### config.mk
export PLATFORM = sky130hd
export DESIGN_NAME = program_loader
export DESIGN_NICKNAME = d
export VERILOG_FILES = /design/src/rtl/loader_pkg.sv /design/src/rtl/program_loader.sv
export SDC_FILE = /design/constraint.sdc
export NUM_CORES = 1
export LEC_CHECK = 0
export CORE_ASPECT_RATIO = 1.2
export CORE_MARGIN = 3
export CORE_UTILIZATION = 40
export CTS_CLUSTER_SIZE = 28
export DETAILED_ROUTE_END_ITERATION = 7
export DONT_BUFFER_PORTS = 1
export PLACE_DENSITY = 0.66
export REMOVE_ABC_BUFFERS = 1
export SETUP_SLACK_MARGIN = 0.1
export SLEW_MARGIN = 20
export SYNTH_ARGS = -nofsm -noshare
export SYNTH_HDL_FRONTEND = slang
export SYNTH_SLANG_ARGS = --single-unit
### constraint.sdc
create_clock -name clk -period 5.4 [get_ports clk]
set_clock_uncertainty 0.05 [all_clocks]
set_input_delay 0.54 -clock clk [delete_from_list [all_inputs] [get_ports clk]]
set_output_delay 0.54 -clock clk [all_outputs]
set_load 0.1 [all_outputs]
### src/rtl/loader_pkg.sv
// rtl/loader_pkg.sv - shared types and constants for the boot-time program loader
package loader_pkg;

  localparam int LOADER_ADDR_W = 8;
  localparam int LOADER_DATA_W = 8;

  // A LEN byte of zero encodes a full 2^ADDR_W-word image.
  localparam bit LEN_ZERO_MEANS_MAX = 1'b1;

  typedef enum logic [2:0] {
    ST_IDLE,
    ST_LEN,
    ST_DATA,
    ST_CSUM,
    ST_DONE,
    ST_ERROR
  } loader_state_t;

endpackage

### src/rtl/program_loader.sv
// rtl/program_loader.sv - length-prefixed checksummed stream loader into program memory
module program_loader
  import loader_pkg::*;
#(
  parameter int ADDR_W = LOADER_ADDR_W,
  parameter int DATA_W = LOADER_DATA_W
) (
  input  logic              clk,
  input  logic              reset,
  input  logic              start,
  input  logic              in_valid,
  input  logic [DATA_W-1:0] in_data,
  output logic              in_ready,
  output logic              pm_we,
  output logic [ADDR_W-1:0] pm_waddr,
  output logic [DATA_W-1:0] pm_wdata,
  output logic              cpu_hold,
  output logic              load_done,
  output logic              load_err,
  output logic [ADDR_W:0]   byte_count
);

  loader_state_t state, state_next;

  logic [ADDR_W-1:0] addr;
  logic [ADDR_W:0]   remaining;
  logic [DATA_W-1:0] sum;
  logic [DATA_W-1:0] csum_total;
  logic [ADDR_W:0]   len_decoded;
  logic              xfer;
  logic              csum_ok;

  assign xfer       = in_valid && in_ready;
  assign csum_total = sum + in_data;
  assign csum_ok    = (csum_total == '0);

  // LEN of zero stands for the full address space; 256 needs the extra bit.
  assign len_decoded = (LEN_ZERO_MEANS_MAX && (in_data == '0))
                       ? {1'b1, {ADDR_W{1'b0}}}
                       : (ADDR_W+1)'(in_data);

  // State register.
  always_ff @(posedge clk) begin
    if (!reset) begin
      state <= ST_IDLE;
    end else begin
      state <= state_next;
    end
  end

  // Next-state decode; start only matters outside an active load.
  always_comb begin
    state_next = state;
    case (state)
      ST_IDLE:  if (start) state_next = ST_LEN;
      ST_LEN:   if (xfer) state_next = ST_DATA;
      ST_DATA:  if (xfer && (remaining == (ADDR_W+1)'(1))) state_next = ST_CSUM;
      ST_CSUM:  if (xfer) state_next = csum_ok ? ST_DONE : ST_ERROR;
      ST_DONE:  if (start) state_next = ST_LEN;
      ST_ERROR: if (start) state_next = ST_LEN;
      default:  state_next = ST_IDLE;
    endcase
  end

  // Datapath, write port and status flags, all registered.
  always_ff @(posedge clk) begin
    if (!reset) begin
      in_ready   <= 1'b0;
      pm_we      <= 1'b0;
      pm_waddr   <= '0;
      pm_wdata   <= '0;
      cpu_hold   <= 1'b1;
      load_done  <= 1'b0;
      load_err   <= 1'b0;
      byte_count <= '0;
      addr       <= '0;
      remaining  <= '0;
      sum        <= '0;
    end else begin
      in_ready <= (state_next == ST_LEN) || (state_next == ST_DATA) ||
                  (state_next == ST_CSUM);
      pm_we    <= 1'b0;

      // A new load re-holds the core and forgets the previous verdict.
      if ((state_next == ST_LEN) && (state != ST_LEN)) begin
        cpu_hold  <= 1'b1;
        load_done <= 1'b0;
        load_err  <= 1'b0;
      end

      case (state)
        ST_LEN: begin
          if (xfer) begin
            remaining  <= len_decoded;
            sum        <= '0;
            addr       <= '0;
            byte_count <= '0;
          end
        end
        ST_DATA: begin
          if (xfer) begin
            pm_we      <= 1'b1;
            pm_waddr   <= addr;
            pm_wdata   <= in_data;
            // Wraps to 0 after the 0xFF write of a full image; never used.
            addr       <= addr + 1'b1;
            sum        <= csum_total;
            byte_count <= byte_count + 1'b1;
            remaining  <= remaining - 1'b1;
          end
        end
        ST_CSUM: begin
          if (xfer) begin
            load_done <= csum_ok;
            load_err  <= !csum_ok;
            cpu_hold  <= !csum_ok;
          end
        end
        default: ;
      endcase
    end
  end

endmodule

==> results of run 1 <==
## logic make-up (layout without fill, tap and decap cells)
group / Yosys count / in the layout / synth area share
fa+ha+maj: 12 / 12 / 0.0533
mux: 4 / 4 / 0.0148
buf+inv: 29 / 27 / 0.0474
flops: 58 / 58 / 0.392
xor+xnor: 4 / 4 / 0.0118
compound gates: 104 / 104 / 0.217
simple gates: 155 / 155 / 0.263
## power groups by stage
| stage | Clock (W) | Sequential (W) | Combinational [W] |
|---|---|---|---|
| floorplan | 0 | 0.000454 | 0.0000441 |
| global placement | 0 | 0.000455 | 0.0000553 |
| detailed placement | 0 | 0.000455 | 0.0000561 |
| CTS | 0.000420 | 0.000445 | 0.0000564 |
| global route | 0.000434 | 0.000446 | 0.0000641 |
| finish | 0.000411 | 0.000446 | 0.0000564 |
## critical path, stage by stage (launching register included)
cell	delay, ns
sky130_fd_sc_hd__dfxtp_1	1.00
sky130_fd_sc_hd__nand2_1	0.53
sky130_fd_sc_hd__a21o_1	0.60
sky130_fd_sc_hd__a211oi_1	0.33
sky130_fd_sc_hd__a21oi_1	0.06
sky130_fd_sc_hd__nor2_1	0.11
## metrics by stage
step                      std cells  area, µm²  total power [W]
after floorplan                 345       2850         0.000498
after global placement          435       2980         0.000510
after detailed placement        435       2980         0.000511
after CTS                       451       3180         0.000922
after global routing            451       3180         0.000944
final                           451       3180         0.000912
## sequential cells by signal, indices dropped and copies added (netlist names)
register / flops
state: 3
cpu_hold: 1
pm_we: 1
load_done: 1
remaining: 9
in_ready: 1
pm_waddr: 8
sum: 8
byte_count: 9
load_err: 1
addr: 8
pm_wdata: 8
## synth_stat cells, types with 3 or more instances
library cell and n:
sky130_fd_sc_hd__o21ai_1 5, sky130_fd_sc_hd__nor3b_1 5, sky130_fd_sc_hd__inv_1 7, sky130_fd_sc_hd__nand3_1 14, sky130_fd_sc_hd__xor2_1 3, sky130_fd_sc_hd__or4_1 3, sky130_fd_sc_hd__ha_1 11, sky130_fd_sc_hd__and2_1 5
sky130_fd_sc_hd__o21a_1 3, sky130_fd_sc_hd__nor2_1 41, sky130_fd_sc_hd__a211oi_1 3, sky130_fd_sc_hd__buf_2 4, sky130_fd_sc_hd__a22oi_1 7, sky130_fd_sc_hd__a21oi_1 48, sky130_fd_sc_hd__o21ai_0 15, sky130_fd_sc_hd__clkbuf_1 13
sky130_fd_sc_hd__o211ai_1 4, sky130_fd_sc_hd__nand2_1 50, sky130_fd_sc_hd__dfxtp_1 58, sky130_fd_sc_hd__buf_6 3, sky130_fd_sc_hd__nor3_1 6, sky130_fd_sc_hd__and3_1 3, sky130_fd_sc_hd__nor4_1 6
## how the worst max path moves through the flow
stage	end	cells past startpoint	slack, ns	from
after global placement	remaining[1]	5	2.67	in_ready
after global routing	remaining[1]	5	2.46	in_ready
after floorplan	load_done	5	2.29	in_ready
final	remaining[1]	5	2.66	in_ready
after CTS	remaining[1]	5	2.63	in_ready
after detailed placement	remaining[1]	5	2.65	in_ready
## placed cells by master, fill, tap and decap left out, drive strengths merged, types with 3 or more instances in the layout
| cell type | count |
|---|---|
| a211oi | 3 |
| a21oi | 49 |
| a22oi | 7 |
| and2 | 5 |
| and3 | 3 |
| buf | 3 |
| clkbuf | 11 |
| clkinv | 3 |
| dfxtp | 58 |
| ha | 11 |
| inv | 8 |
| mux2 | 3 |
| nand2 | 50 |
| nand3 | 14 |
| nor2 | 42 |
| nor3 | 8 |
| nor3b | 6 |
| nor4 | 8 |
| o211ai | 4 |
| o21a | 3 |
| o21ai | 20 |
| or2 | 4 |
| or4 | 3 |
| xor2 | 3 |
## area by class of cell
class / instances / share of cell area
clock buffer: 11 / 0.0475
sequential: 58 / 0.365
multi-input combinational: 279 / 0.521
inverter: 8 / 0.00943
clock inverter: 5 / 0.0165
timing repair buffer: 3 / 0.00707
tap: 87 / 0.0342
## metal layers
metal,wire length (µm),vias up,global-route usage,share of wire
li1,-,1293,-,-
met1,2950,1194,0.191,0.43
met2,3290,58,0.287,0.48
met3,403,16,0.0402,0.059
met4,193,0,0.0877,0.028
met5,0,-,0,0
==> results.ini, run 1 <==
[outcome]
outcome=finished clean

[worst_hold_path]
timing.hold.worst_path_depth=1
hold_class=in2reg
sink_of_the_worst_hold_path=sum[3]
min_from=reset

[sta]
report.final.slew_viol_count=0
post-route-min-period_ns=2.74
setup_failing_eps_final=0
grt_setup_unrepaired=no
max_freq_ghz=0.365
slew_headroom=0.264
worst_pin_slew_ns=1.10
holdWs_ns=0.277
final_worst_path_period_share=0.508
timing.final.ws_setup_ns=2.66
timing_hold_violations_final=0
totalNegativeSetupSlack_ns=0

[synthesis]
mappedNetlistArea_um2=2960
yosys.area.top_type=sky130_fd_sc_hd__dfxtp_1
top_ff_cell_synth=sky130_fd_sc_hd__dfxtp_1
netlist.area_leader.share=0.392
synth_area_per_cell_um2=8.08
synth-seq-cells=58
synthesis.instances=366
synth.yosys.warnings=0
yosysUniqueCellTypes=61
ys_async_sr_fraction=0
yosys-top-cells-area=sky130_fd_sc_hd__dfxtp_1 39%, sky130_fd_sc_hd__a21oi_1 8.1%, sky130_fd_sc_hd__nand2_1 6.3%
synth_enable_flop_cells=0
yosysSeqAreaShare=0.392

[drt]
route.vias.total=2561
drt-initial-drc-count=105
final_antenna_net_count=0
drt_drc_violations_left=0
detail_route.vias_per_cell=5.68
drt-pass1-iter-count=6
wl_mm=6.83
avgRoutedWirePerCell_um=15.1

[critical_path]
timing.rr.end=remaining[1]
timing_worst_setup_path_type=reg2reg
crit_path_start_kind=flop
crit_arrival_ns=2.96
setup.reg_to_reg.worst_slack_ns=2.66
cp_data_required_time_ns=5.62
cp-end-kind=flop
reg2reg_depth=5
critical_path.max_fanout=26
rr_startpoint=in_ready

[clock_network]
cts_inserted_buffers=9
postCtsResizedCells=0
clk_path_buf_depth=2
tritoncts=yes
clk_transition_reported_paths_ns=0.06
clockRootBuffer=sky130_fd_sc_hd__clkbuf_8
post_cts_buffers=0
numClockSinks=58
cts.hold.buffers_added=0
clk-insertion-delay-late_ns=0.34
htree_levels=3

[cells_and_area]
share_of_layout_cells_above_drive_strength_1=0.0852
n_fill_cell=707
area_delta_synth_final_pct=7.61
layout.core_utilization=0.454
final_net_count=383
multi_input_area_um2=1660
insertedDiodeCount=0
total_area_of_sequential_cells_um2=1160

[power]
cellPowerDensity_nw_per_um2=287
p_seq_frac=0.488
power.static_leakage_nw=1.10
power_switching_share=0.246
power.internal_w=0.000688
clock_network_fraction_of_total_power=0.450
comb_power_share=0.062
ir_drop_mv=0.163
power.net_switching_w=0.000225

[floorplanning]
placementRows=33
die_y_um=100
die_w_um=84.5
design.die.area_um2=8470
coreArea_um2=7020
initial_utilization=0.422
floorplan.io_pins=42

[placed_design]
port_bufs=0
dp_worst_setup_slack_ns=2.65
hpwlAfterDp_mm=4.73
gp_congestion=0.844

[global_routing]
total_overflow_reported_by_the_global_router=0
grt_first_pass_wirelength_mm=11.5
grt_util_all_layers=0.167
grt_max_degree=47
first_global_vias=2455
antenna_found_initial=0

[flow_run]
max-cap-violations=0

No activity file was read; power rests on OpenSTA's default activity.
==> inputs of run 2 (changes only) <==
clock period = 2.85 ns   (was 5.4 ns; I/O delays follow)
==> run 2 against run 1 <==
- utilization is 2.1 points higher
- power is 110% higher
- worst setup slack worse by 2.2 ns
- clock power grew 130%
- via count grew 3.2%
- cell count grew 2.9%
- sequential power up 86%
- final area up 4.6%
- non-clock buffer count increased by 13
- fmax increased by 14%
- hold slack got worse by 0.26 ns
==> results.ini, run 2 (synthesis gave the netlist of run 1 again) <==
[critical_path]
rr_startpoint=sum[0]
path_buf_inv=0  ; unchanged
crit_arrival_ns=2.54  ; -0.42 ns
critical_path.startpoint=sum[0]
crit_path_start_kind=flop
critPathTopFamily=compound AO/OA/AOI/OAI gates
timing.critical_path.slowest_cell_delay_ns=0.42  ; -0.58 ns
critical_path.max_fanout=4  ; -85%
cp-end-kind=flop
cpMaxStageDelayCell=sky130_fd_sc_hd__a211oi_1
setup.reg_to_reg.worst_slack_ns=0.44  ; -2.22 ns
cp_data_required_time_ns=2.98  ; -2.64 ns
timing_worst_setup_path_type=reg2reg
crit_chain=ha_1 -> fa_1 -> a211oi_1 -> o21a_1 -> o221ai_1 -> nor4_2 -> a221oi_1

[power]
p_seq_frac=0.433  ; -0.055
power.internal_w=0.00149  ; +120%
comb_power_share=0.064  ; +0.002
ir_drop_mv=0.321  ; +97%
power.static_leakage_nw=1.18  ; +8.1%
cellPowerDensity_nw_per_um2=576  ; +100%
clock_network_fraction_of_total_power=0.503  ; +0.053
power.net_switching_w=0.000430  ; +92%
power_switching_share=0.224  ; -0.0218

[clock_network]
postCtsResizedCells=0  ; unchanged
clockRootBuffer=sky130_fd_sc_hd__clkbuf_8
post_cts_buffers=0  ; unchanged
clk_transition_reported_paths_ns=0.07  ; about the same
clk_path_buf_depth=2  ; unchanged
numClockSinks=58  ; unchanged
cts_inserted_buffers=9  ; unchanged
tritoncts=yes
cts.hold.buffers_added=0  ; unchanged
clk-insertion-delay-late_ns=0.34  ; about the same
htree_levels=3  ; unchanged

[global_routing]
antenna_found_initial=0  ; unchanged
first_global_vias=2470  ; +0.61%
grt_max_degree=47  ; unchanged
grt_first_pass_wirelength_mm=11.4  ; -0.72%
grt_util_all_layers=0.168  ; +0.00100
total_overflow_reported_by_the_global_router=0  ; unchanged

[floorplanning]
design.die.area_um2=8470  ; unchanged
floorplan.io_pins=42  ; unchanged
die_w_um=84.5  ; unchanged
placementRows=33  ; unchanged
die_y_um=100  ; unchanged
initial_utilization=0.422  ; unchanged
coreArea_um2=7020  ; unchanged

[sta]
holdWs_ns=0.0194  ; -0.258 ns
setup_failing_eps_final=0  ; unchanged
max_freq_ghz=0.414  ; +14%
post-route-min-period_ns=2.41  ; -0.328 ns
final_worst_path_period_share=0.847  ; +0.339
worst_pin_slew_ns=0.984  ; -0.119 ns
report.final.slew_viol_count=0  ; unchanged
slew_headroom=0.343  ; +0.0793
timing_hold_violations_final=0  ; unchanged
grt_setup_unrepaired=no

[placed_design]
placedInstanceArea_um2=3080  ; +3.3%
hpwlAfterDp_mm=4.83  ; +2.0%
gp_congestion=0.891  ; +5.7%
placed_cells_incl_taps=448  ; +3.0%
port_bufs=0  ; unchanged

[cells_and_area]
multi_input_area_um2=1660  ; unchanged
biggestRegsByFlops=byte_count x9, remaining x9
final_common_cell=sky130_fd_sc_hd__dfxtp_1
finalInstanceArea_um2=3330  ; +4.6%
post_layout_nonfiller_instances=464  ; +2.9%
final_net_count=396  ; +3.4%
area_delta_synth_final_pct=12.6
share_of_layout_cells_above_drive_strength_1=0.114  ; +0.0289
n_fill_cell=719  ; +1.7%
final_cell_mix=58 x sky130_fd_sc_hd__dfxtp_1, 50 x sky130_fd_sc_hd__nand2_1, 48 x sky130_fd_sc_hd__a21oi_1
insertedDiodeCount=0  ; unchanged
total_area_of_sequential_cells_um2=1160  ; unchanged

[drt]
route.vias.total=2643  ; +3.2%
avgRoutedWirePerCell_um=15.2  ; +0.24%
final_antenna_net_count=0  ; unchanged
drt-initial-drc-count=121  ; +15%
drt_drc_violations_left=0  ; unchanged
detail_route.vias_per_cell=5.70  ; +0.31%
drt-pass1-iter-count=6  ; unchanged
wl_mm=7.05  ; +3.1%

[outcome]
outcome=finished clean

[worst_hold_path]
hold_class=in2reg
min_from=reset

[flow_run]
max-cap-violations=0  ; unchanged

-- run 2: changes by cell type in the layout (fill, tap and decap cells not counted) --
| cell | before | now |
|---|---|---|
| sky130_fd_sc_hd__bufinv_16 | 1 | 3 |
| sky130_fd_sc_hd__clkinv_2 | 3 | 0 |
| sky130_fd_sc_hd__buf_4 | 3 | 16 |
| sky130_fd_sc_hd__clkbuf_1 | 0 | 1 |
-- run 2: cell type report --
class | count | area share
inverter | 8 | 0.00902
timing repair buffer | 16 | 0.0361
clock inverter | 4 | 0.0293
multi-input combinational | 279 | 0.498
sequential | 58 | 0.349
clock buffer | 12 | 0.0466
tap | 87 | 0.0327
-- run 2: power groups by stage --
stage	logic, W	clock network (W)	registers [W]
finish	0.000123	0.000965	0.000831
detailed placement	0.000122	0	0.000849
floorplan	0.0000836	0	0.000860
CTS	0.000123	0.000983	0.000831
global route	0.000134	0.00102	0.000832
global placement	0.000120	0	0.000849
-- run 2: worst reg2reg max path, stage by stage (launching register included) --
cell and delay [ns]:
sky130_fd_sc_hd__dfxtp_1 0.32, sky130_fd_sc_hd__ha_1 0.20, sky130_fd_sc_hd__fa_1 0.41, sky130_fd_sc_hd__a211oi_1 0.42
sky130_fd_sc_hd__o21a_1 0.23, sky130_fd_sc_hd__o221ai_1 0.16, sky130_fd_sc_hd__nor4_2 0.33, sky130_fd_sc_hd__a221oi_1 0.13
-- run 2: metal layers --
metal / track usage / share of wire
met1: 0.194 / 0.45
met3: 0.0460 / 0.050
met4: 0.0865 / 0.026
met5: 0 / 0
met2: 0.283 / 0.48
-- run 2: metrics by stage --
step                worst slack, ns  TNS (ns)  power [W]   util
floorplan                    -0.264    -0.563   0.000943      -
global placement              0.579         0   0.000968  0.439
detailed placement            0.473         0   0.000971  0.439
CTS                           0.467         0    0.00194  0.475
global route                  0.289         0    0.00198  0.475
finish                        0.436         0    0.00192  0.475
-- run 2: path summary, 6_finish.rpt --
kind                  end  cells past startpoint
max              state[0]                      7
min          remaining[5]                      1
max reg2reg      state[0]                      7
min reg2reg   pm_waddr[0]                      2
==> inputs of run 3 (changes only) <==
PLACE_DENSITY = 0.68   (was 0.66)
clock period = 2.2 ns   (was 2.85 ns; I/O delays follow)
==> run 3 against run 2 <==
- clock power is 19% higher
- first-iteration DRC count is 5.0% lower
- routed wire length is 12% higher
- non-clock buffer count is 39 higher
- worst setup slack worse by 0.32 ns
- largest cell class unchanged
- fmax is 16% higher
- power is 27% higher
- register-to-register slack worse by 0.32 ns
==> results.ini, run 3 (synthesis gave the netlist of run 1 again) <==
[outcome]
outcome=finished clean

[clock_network]
clk_transition_reported_paths_ns=0.07  ; about the same
clk_path_buf_depth=2  ; unchanged
clockRootBuffer=sky130_fd_sc_hd__clkbuf_8
clk-insertion-delay-late_ns=0.34  ; about the same
tritoncts=yes
htree_levels=3  ; unchanged
cts_inserted_buffers=9  ; unchanged
numClockSinks=58  ; unchanged

[placed_design]
hpwlAfterDp_mm=5.01  ; +3.8%
placedInstanceArea_um2=3320  ; +7.9%
port_bufs=0  ; unchanged
gp_congestion=0.819  ; -8.1%
dp_worst_setup_slack_ns=-0.0422  ; -0.516 ns
placed_cells_incl_taps=477  ; +6.5%

[critical_path]
timing_worst_setup_path_type=reg2reg
cp-end-kind=flop
timing.rr.end=load_done
reg2reg_depth=9  ; +2
cp_data_required_time_ns=2.38  ; -0.60 ns
setup.reg_to_reg.worst_slack_ns=0.12  ; -0.32 ns
critical_path.max_fanout=4  ; unchanged
rr_startpoint=sum[0]
crit_arrival_ns=2.26  ; -0.28 ns
crit_path_start_kind=flop

[cells_and_area]
share_of_layout_cells_above_drive_strength_1=0.226  ; +0.112
final_cell_mix=56 x sky130_fd_sc_hd__dfxtp_1, 50 x sky130_fd_sc_hd__nand2_1, 47 x sky130_fd_sc_hd__a21oi_1
final_common_cell=sky130_fd_sc_hd__dfxtp_1
biggestRegsByFlops=byte_count x9, remaining x9
post_layout_nonfiller_instances=503  ; +8.4%
insertedDiodeCount=0  ; unchanged
area_delta_synth_final_pct=28.9
final_net_count=435  ; +9.8%
layout.core_utilization=0.543  ; +0.0690
finalInstanceArea_um2=3810  ; +15%

[drt]
drt-initial-drc-count=115  ; -5.0%
drt-pass1-iter-count=4  ; -2
final_antenna_net_count=0  ; unchanged
wl_mm=7.90  ; +12%
drt_drc_violations_left=0  ; unchanged
avgRoutedWirePerCell_um=15.7  ; +3.4%
detail_route.vias_per_cell=5.57  ; -2.2%
route.vias.total=2802  ; +6.0%

[global_routing]
total_overflow_reported_by_the_global_router=0  ; unchanged
first_global_vias=2669  ; +8.1%
antenna_found_initial=0  ; unchanged
grt_first_pass_wirelength_mm=12.8  ; +12%
grt_util_all_layers=0.186  ; +0.0187
grt_max_degree=47  ; unchanged

[sta]
final_worst_path_period_share=0.947  ; +0.100
grt_setup_unrepaired=yes
timing.final.ws_setup_ns=0.116  ; -0.320 ns
setup_failing_eps_final=0  ; unchanged
slew_headroom=0.454  ; +0.110
worst_pin_slew_ns=0.819  ; -0.166 ns
timing_hold_violations_final=0  ; unchanged
max_freq_ghz=0.480  ; +16%
post-route-min-period_ns=2.08  ; -0.330 ns
report.final.slew_viol_count=0  ; unchanged

[power]
post-layout-total-power_w=0.00244  ; +27%
p_seq_frac=0.438  ; +0.005
cellPowerDensity_nw_per_um2=640  ; +11%
comb_power_share=0.091  ; +0.027
power_switching_share=0.231  ; +0.00712
power.net_switching_w=0.000565  ; +31%
ir_drop_mv=0.415  ; +29%
power.internal_w=0.00188  ; +26%
power.static_leakage_nw=1.39  ; +18%
clock_network_fraction_of_total_power=0.472  ; -0.031

[floorplanning]
die_y_um=100  ; unchanged
placementRows=33  ; unchanged
die_w_um=84.5  ; unchanged
design.die.area_um2=8470  ; unchanged
coreArea_um2=7020  ; unchanged
initial_utilization=0.422  ; unchanged
floorplan.io_pins=42  ; unchanged

[worst_hold_path]
hold_class=in2reg
timing.hold.worst_path_depth=2  ; +1
sink_of_the_worst_hold_path=load_err
min_from=reset

[flow_run]
max-cap-violations=0  ; unchanged

[run 3: changes by cell type in the layout (fill, tap and decap cells not counted), sizes merged]
cell / delta
bufinv: -1
dlygate4sd3: +9
clkinv: +1
buf: +30
[run 3: how the worst max path moves through the flow]
stage,cells past startpoint,end,from
4_1_cts,8,state[0],sum[0]
3_5_place_dp,6,state[0],sum[2]
3_3_place_gp,8,state[0],sum[0]
6_report,9,load_done,sum[0]
5_1_grt,8,sum[6],sum[0]
2_1_floorplan,5,load_done,in_ready
[run 3: power by group through the flow]
stage	clock network (W)	logic, W	registers [W]
3_3_place_gp	0	0.000181	0.00109
5_1_grt	0.00121	0.000240	0.00107
4_1_cts	0.00118	0.000206	0.00107
6_report	0.00115	0.000222	0.00107
3_5_place_dp	0	0.000184	0.00109
2_1_floorplan	0	0.000108	0.00111
[run 3: layout make-up]
type / instances / area, µm²
sequential: 58 / 1160
timing repair buffer: 55 / 464
fill: 632 / 3200
clock buffer: 12 / 165
tap: 87 / 109
clock inverter: 4 / 72.6
inverter: 8 / 30.0
multi-input combinational: 279 / 1810
[run 3: what timing repair did]
action	4_1_cts	5_1_grt
hold buffers	9	0
cloned	0	0
gates resized for setup	9	17
setup buffers	1	1
pin swaps	7	5
endpoints found under the setup margin	5	6
endpoints found under the hold margin	18	0
[run 3: per-layer routing]
layer | vias to the layer above | GRT usage | routed length [µm]
met5 | - | 0 | 0
met4 | 0 | 0.0621 | 109
met3 | 10 | 0.0599 | 527
met2 | 82 | 0.324 | 3960
met1 | 1313 | 0.217 | 3300
li1 | 1397 | - | -
[run 3: per-stage QoR]
step / hold WS (ns) / TNS (ns)
after floorplan: 0.288 / -16.29
after global routing: 0.0503 / 0
after global placement: 0.293 / 0
after CTS: 0.0141 / 0
final: 0.0299 / 0
after detailed placement: 0.297 / -0.0693
[run 3: critical path, cell delays in order (launching register included)]
cell and delay, ns:
sky130_fd_sc_hd__dfxtp_2 0.34, sky130_fd_sc_hd__ha_4 0.16, sky130_fd_sc_hd__fa_2 0.36, sky130_fd_sc_hd__a211oi_2 0.19
sky130_fd_sc_hd__buf_4 0.16, sky130_fd_sc_hd__nor3_1 0.06, sky130_fd_sc_hd__buf_4 0.16, sky130_fd_sc_hd__o221ai_4 0.19
sky130_fd_sc_hd__nor4_4 0.07, sky130_fd_sc_hd__a2bb2o_2 0.24
